## src/rtl/encoder_16x4_arb.sv

```systemverilog
// Sequential 16-to-4 priority encoder with sticky request capture and a
// valid/acknowledge handshake; the code is held until the consumer acks it.
module encoder_16x4_arb #(
  parameter bit PRIORITY_HIGH = 1'b1
) (
  input  logic        clk,
  input  logic        rst_n,
  input  logic [15:0] D,
  input  logic        ACK,
  output logic        W,
  output logic        X,
  output logic        Y,
  output logic        Z,
  output logic        V,
  output logic [15:0] PEND
);

  typedef enum logic {IDLE, HOLD} state_t;

  state_t      state_q, state_d;
  logic [15:0] pend_q, pend_d;
  logic [3:0]  code_q, code_d;
  logic [15:0] clr_mask;
  logic [3:0]  win;

  // Candidates are the next pending value, so a same-cycle request or a
  // re-request of the acked line is visible to the winner pick.
  always_comb begin
    clr_mask = '0;
    if (state_q == HOLD && ACK)
      clr_mask = 16'h0001 << code_q;
    pend_d = (pend_q & ~clr_mask) | D;
  end

  always_comb begin
    win = '0;
    for (int unsigned i = 0; i < 16; i++) begin
      if (PRIORITY_HIGH) begin
        if (pend_d[i]) win = 4'(i);
      end else begin
        if (pend_d[15 - i]) win = 4'(15 - i);
      end
    end
  end

  always_comb begin
    state_d = state_q;
    code_d  = code_q;
    case (state_q)
      IDLE: begin
        if (pend_d != '0) begin
          code_d  = win;
          state_d = HOLD;
        end
      end
      HOLD: begin
        if (ACK) begin
          if (pend_d != '0) code_d = win;
          else              state_d = IDLE;
        end
      end
      default: state_d = IDLE;
    endcase
  end

  always_ff @(posedge clk or negedge rst_n) begin
    if (!rst_n) begin
      state_q <= IDLE;
      pend_q  <= '0;
      code_q  <= '0;
    end else begin
      state_q <= state_d;
      pend_q  <= pend_d;
      code_q  <= code_d;
    end
  end

  assign {W, X, Y, Z} = code_q;
  assign V            = (state_q == HOLD);
  assign PEND         = pend_q;

endmodule

```

## config.mk

```make
export PLATFORM = sky130hd
export DESIGN_NAME = encoder_16x4_arb
export DESIGN_NICKNAME = d
export VERILOG_FILES = /design/src/rtl/encoder_16x4_arb.sv
export SDC_FILE = /design/constraint.sdc
export NUM_CORES = 1
export LEC_CHECK = 0
export CAP_MARGIN = 10
export CORE_MARGIN = 3
export CORE_UTILIZATION = 49
export DETAILED_ROUTE_END_ITERATION = 6
export HOLD_SLACK_MARGIN = 0.1
export PLACE_DENSITY = 0.87
export SLEW_MARGIN = 20
export SYNTH_ARGS = -nofsm -noshare
export SYNTH_HDL_FRONTEND = slang
export SYNTH_SLANG_ARGS = --single-unit
```

## constraint.sdc

```tcl
create_clock -name clk -period 3.8 [get_ports clk]
set_input_delay 0.76 -clock clk [delete_from_list [all_inputs] [get_ports clk]]
set_output_delay 0.76 -clock clk [all_outputs]
set_load 0.01 [all_outputs]
```

* Word level (Yosys, flattened, before mapping)
Index checks and enable logic that the tools add are counted.
** Operators by class
- Shifts and indexed selects :: 1
- $add $sub $neg :: 0
- $lt $le $gt $ge :: 0
- Divide/modulo/power cells :: 0
- $mul :: 0
- Reduce and logical (&&, ||, !) cells :: 2
- Equal/unequal tests :: 1
- Muxes and demuxes :: 22
- Bitwise operators :: 4
** Operators with widths (number)
- $mux 4 :: 14
- $and 16x16->16 :: 1
- $mux 16 :: 1
- $not 16->16 :: 1
- $or 16x16->16 :: 1
- $reduce_bool 16->1 :: 1
- $shl 1x4->16 const A :: 1
- $pmux 4 s2 :: 1
- $mux 2 :: 2
- $mux 1 :: 3
- $ne 2x2->1 const B :: 1
- $pmux 1 s2 :: 1
- $logic_and 1x1->1 :: 1
- $not 1->1 :: 1
** Word-level totals
- Memory bits (read-only) :: 0
- Input port bits :: 19
- Latch bits :: 0
- Register bits :: 21
- Output and inout bits :: 21
- RAM bits :: 0
- Memories kept :: 0
- Word-level logic and storage cells :: 33

* Depth between registers and ports, before layout
- Depth after elaboration :: 23
- Mapped depth :: 8
- Depth with buffers taken out :: 7

* Worst setup path after synthesis
No wires, ideal clock.
- Path type :: input-to-reg
- Start point :: in ACK
- End point :: reg code_q[0]
- Required time :: 3665 ps
- Setup time :: 135 ps
- Path buffers :: 0
- Arrival :: 1865 ps
- Cell stages on the path :: 7
- Path slack :: 1801 ps
- Path through :: and4b_2 a41o_1 inv_2 nor4_1 o31ai_1 a31oi_1 a21oi_1
** On the way
- Elaborated cells on any way between the ends :: 25
- Those cells by class :: eq/ne: 1; mux: 19; bitwise: 3; reduce/logical: 2
** RTL lines
- start, declared :: RTL line 9 : input logic ACK,
- $logic_and 1x1->1 (*) :: RTL line 30 : if (state_q == HOLD && ACK)
- $mux 16 (*) :: RTL line 30
- $not 16->16 (*) :: RTL line 32 : pend_d = (pend_q & ~clr_mask) | D;
- $and 16x16->16 (*) :: RTL line 32
- $or 16x16->16 (*) :: RTL line 32
- named net pend_d[11] :: RTL line 21 : logic [15:0] pend_q, pend_d;
- $mux 4 (5 in series) :: RTL line 39 : if (pend_d[i]) win = 4'(i);
- $mux 4 (*) :: RTL line 51, 58
- $mux 4 :: RTL line 57 : if (ACK) begin
- $pmux 4 s2 (*) :: RTL line 49 : case (state_q)
- end signal, assigned :: RTL line 74 : code_q <= code_d;
- end, declared :: RTL line 22 : logic [3:0] code_q, code_d;
The timed path passes the listed nets; every way through them passes the cells marked *. The select of a mux whose other input is x is not followed.
A chain may end at the register's enable or synchronous reset.

* Worst setup path in the final report
- Start point :: reg code_q[0]
- End point :: out Z
** RTL lines
- end, declared :: RTL line 13 : output logic Z,
No word-level cell between the ends.

==> impl_metrics.csv <==
group,metric,value,unit
global_route,grt_max_degree,22,
timing,worst_slew_pin_slew,0.925,ns
route,antenna_left,0,
route,drtPass1Iterations,5,
clocking,cts-root-buf,"clkbuf_4",
global_route,met2_usage,30.1,%
pwr,power_density,257,nW/um2
timing,finalSetupViolCount,0,
timing,relSlewSlack,38.2,%
floorplanning,fp.dieW,56.0,um
critical_path,path_buf_inv,1,
pwr,swShare,27.4,%
pwr,power.switching,115,uW
clocking,cts.htree.levels,1,
clocking,cts_hold_buf,0,
placed_design,gp_congestion,0.818,
floorplanning,die_height,56.0,um
timing,post-route-min-period,2.55,ns
timing,grt_setup_unrepaired,"no",
critical_path,critPathMaxStageDelay,0.82,ns
placed_design,port_buffers,39,
pwr,p_int,306,uW
synthesis,syn-num-nets,131,
clocking,clkSinkCount,21,
critical_path,worstPathRequired,3.04,ns
placed_design,pre_cts_ws,0.949,ns
timing,layout_setup_ws,1.25,ns
route,wl,2820,um
synthesis,synth-compound-area-share,19.8,%
floorplanning,die_area,3140,um2
pwr,p_comb_share,15.7,%
timing,finalCritPeriodShare,67.1,%
synthesis,synthSimpleGateAreaFrac,32.4,%
synthesis,synth_ff_type,"dfrtp_1",
synthesis,synth_area,1230,um2
clocking,clk_pin_slew,0.12,ns
floorplanning,rows,17,
synthesis,synthDistinctLibCells,35,
placed_design,place_hpwl,2170,um
route,wl_per_cell,15.7,um
route,vias_per_cell,5.86,
global_route,track_usage,19.2,%
global_route,use_met1,26.9,%
route,vias,1054,
clocking,cts.repair.resized,0,
pwr,p_leak,0.000591,uW
synthesis,syn_avg_cell_area,10.9,um2
synthesis,ys_async_sr_fraction,100,%
critical_path,worstSetupStartpointType,"flop",
finish,layout.nets,172,
hold_path,hp-class,"flop to flop",
floorplanning,start_util,53.4,%
synthesis,synth-warning-count,0,
flow_run,maxCapViolations,0,
floorplanning,io_pins,40,
timing,fin_tns_setup,0,ns
route,drt_iter0_markers,43,
clocking,cts_tree,"built",
floorplanning,coreArea,2300,um2
timing,skew,0.00231,ns
run_status,status,"finished clean",
synthesis,synth_edf_count,0,
critical_path,path_max_fanout,18,
global_route,overflow,0,
timing,fmax,0.392,GHz
critical_path,path_delay_family,"flip-flops",
synthesis,ys_ff_latch,21,
timing,final_hold_viol_count,0,
synthesis,synth_cells,112,
synthesis,synth_xor_area_share,0,%
finish,area_growth,33.9,%
global_route,antenna_found_initial,0,
global_route,grt_pass1_vias,1058,
route,drc,0,
clocking,cts_setup_buffers,0,
pwr,p_clk_share,26.2,%
critical_path,slowest_stage,"dfrtp_1",
pwr,ir_drop,0.177,mV
critical_path,path_cells,"clkdlybuf4s50_1",
critical_path,worst_setup_path_end_kind,"output pin",
global_route,use_met3,2.32,%
global_route,grt_busiest_layer,"met2",
critical_path,crit_type,"flop to output pin",
clocking,cts_buffers,3,
synthesis,synthAdderAreaFrac,0,%
clocking,clock_path_buffers,2,
pwr,seqPwrFrac,58.1,%
synthesis,ys_seq_area_share,42.9,%
critical_path,arrival,1.79,ns
timing,drv_slew,0,
synthesis,synth_top_family_by_area,"simple AND/OR/NAND/NOR gates",
finish,final_layout_size_suffix_gt1_share,19.7,%
finish,antennaDiodeCount,0,
global_route,grt_pass1_wl,4900,um
clocking,clkLatencyLatePin,0.30,ns
synthesis,synth_mux_area_share,0,%
sequential cells by signal, summed over array words and instances, names as in the netlist:
signal	cells
PEND	16
V	1
code_q	4
area by class of cell:
type	instances	area, um2
Fill cell	182	656
Tap cell	28	35.0
Clock buffer	3	22.5
Multi-Input combinational cell	82	641
Sequential cell	21	526
Inverter	6	22.5
Timing Repair Buffer	39	390
Clock inverter	1	5.00
cells in the mapped netlist (2+ instances only):
library cell,n,area (um2)
inv_1,4,15.0
nor3b_1,5,37.5
nor2_1,25,93.8
nor4_4,4,85.1
o31ai_1,2,15.0
a41oi_1,2,17.5
inv_2,2,7.51
dfrtp_1,21,526
buf_6,2,22.5
a21oi_1,7,35.0
nor2b_1,2,12.5
nor3b_2,3,37.5
nor3_1,3,15.0
a31oi_1,2,12.5
a41oi_2,2,32.5
a21oi_2,7,61.3
placed cells by master, fill, tap and decap left out, types with 2 or more instances in the layout:
| cell | n |
|---|---|
| clkdlybuf4s50_1 | 39 |
| nor2_1 | 25 |
| inv_1 | 4 |
| clkbuf_4 | 3 |
| o31ai_1 | 2 |
| a41oi_1 | 2 |
| dfrtp_1 | 21 |
| a31oi_1 | 2 |
| nor3b_1 | 5 |
| nor4_4 | 4 |
| nor3_1 | 3 |
| a21oi_1 | 7 |
| inv_2 | 2 |
| nor3b_2 | 3 |
| a21oi_2 | 7 |
| a41oi_2 | 2 |
| nor2b_1 | 2 |
metal layers:
layer	up-vias	wire length [um]
li1	494	-
met1	517	1280
met2	37	1360
met3	6	134
met4	0	42
met5	-	0
metrics by stage:
| step | cell area (um2) | instances | power (uW) | util [%] | hold WS, ns |
|---|---|---|---|---|---|
| CTS | 1640 | 180 | 422 | 71.5 | 0.628 |
| global placement | 1610 | 176 | 314 | 70.3 | 0.601 |
| floorplan | 1230 | 112 | 278 | - | 0.464 |
| finish | 1640 | 180 | 421 | 71.5 | 0.629 |
| global route | 1640 | 180 | 437 | 71.5 | 0.665 |
| detailed placement | 1610 | 176 | 315 | 70.3 | 0.608 |
worst paths after layout:
kind	startpoint	to	slack (ns)	cells after the start
setup / recovery	code_q[0]$_DFFE_PN0P_	Z	1.25	1
hold / removal	PEND[0]$_DFF_PN0_	PEND[0]$_DFF_PN0_	0.63	2
setup reg to reg	code_q[0]$_DFFE_PN0P_	code_q[1]$_DFFE_PN0P_	1.55	6
hold reg to reg	PEND[0]$_DFF_PN0_	PEND[0]$_DFF_PN0_	0.63	2
max in group asynchronous	rst_n	V$_DFF_PN0_	2.28	1
min in group asynchronous	rst_n	PEND[1]$_DFF_PN0_	0.96	1
power groups by stage:
| stage | Combinational [uW] | Clock (uW) | Sequential, uW |
|---|---|---|---|
| finish | 66.1 | 111 | 245 |
| floorplan | 37.1 | 0 | 241 |
| global route | 71.2 | 119 | 247 |
| detailed placement | 66.3 | 0 | 249 |
| CTS | 66.6 | 110 | 244 |
| global placement | 64.5 | 0 | 249 |
kinds of logic after synthesis:
group	count (synthesis)
AOI/OAI and AO/OA	28
buffers and inverters	9
DFF	21
and+or+nand+nor	54
Power figures use the tool's default switching activity.
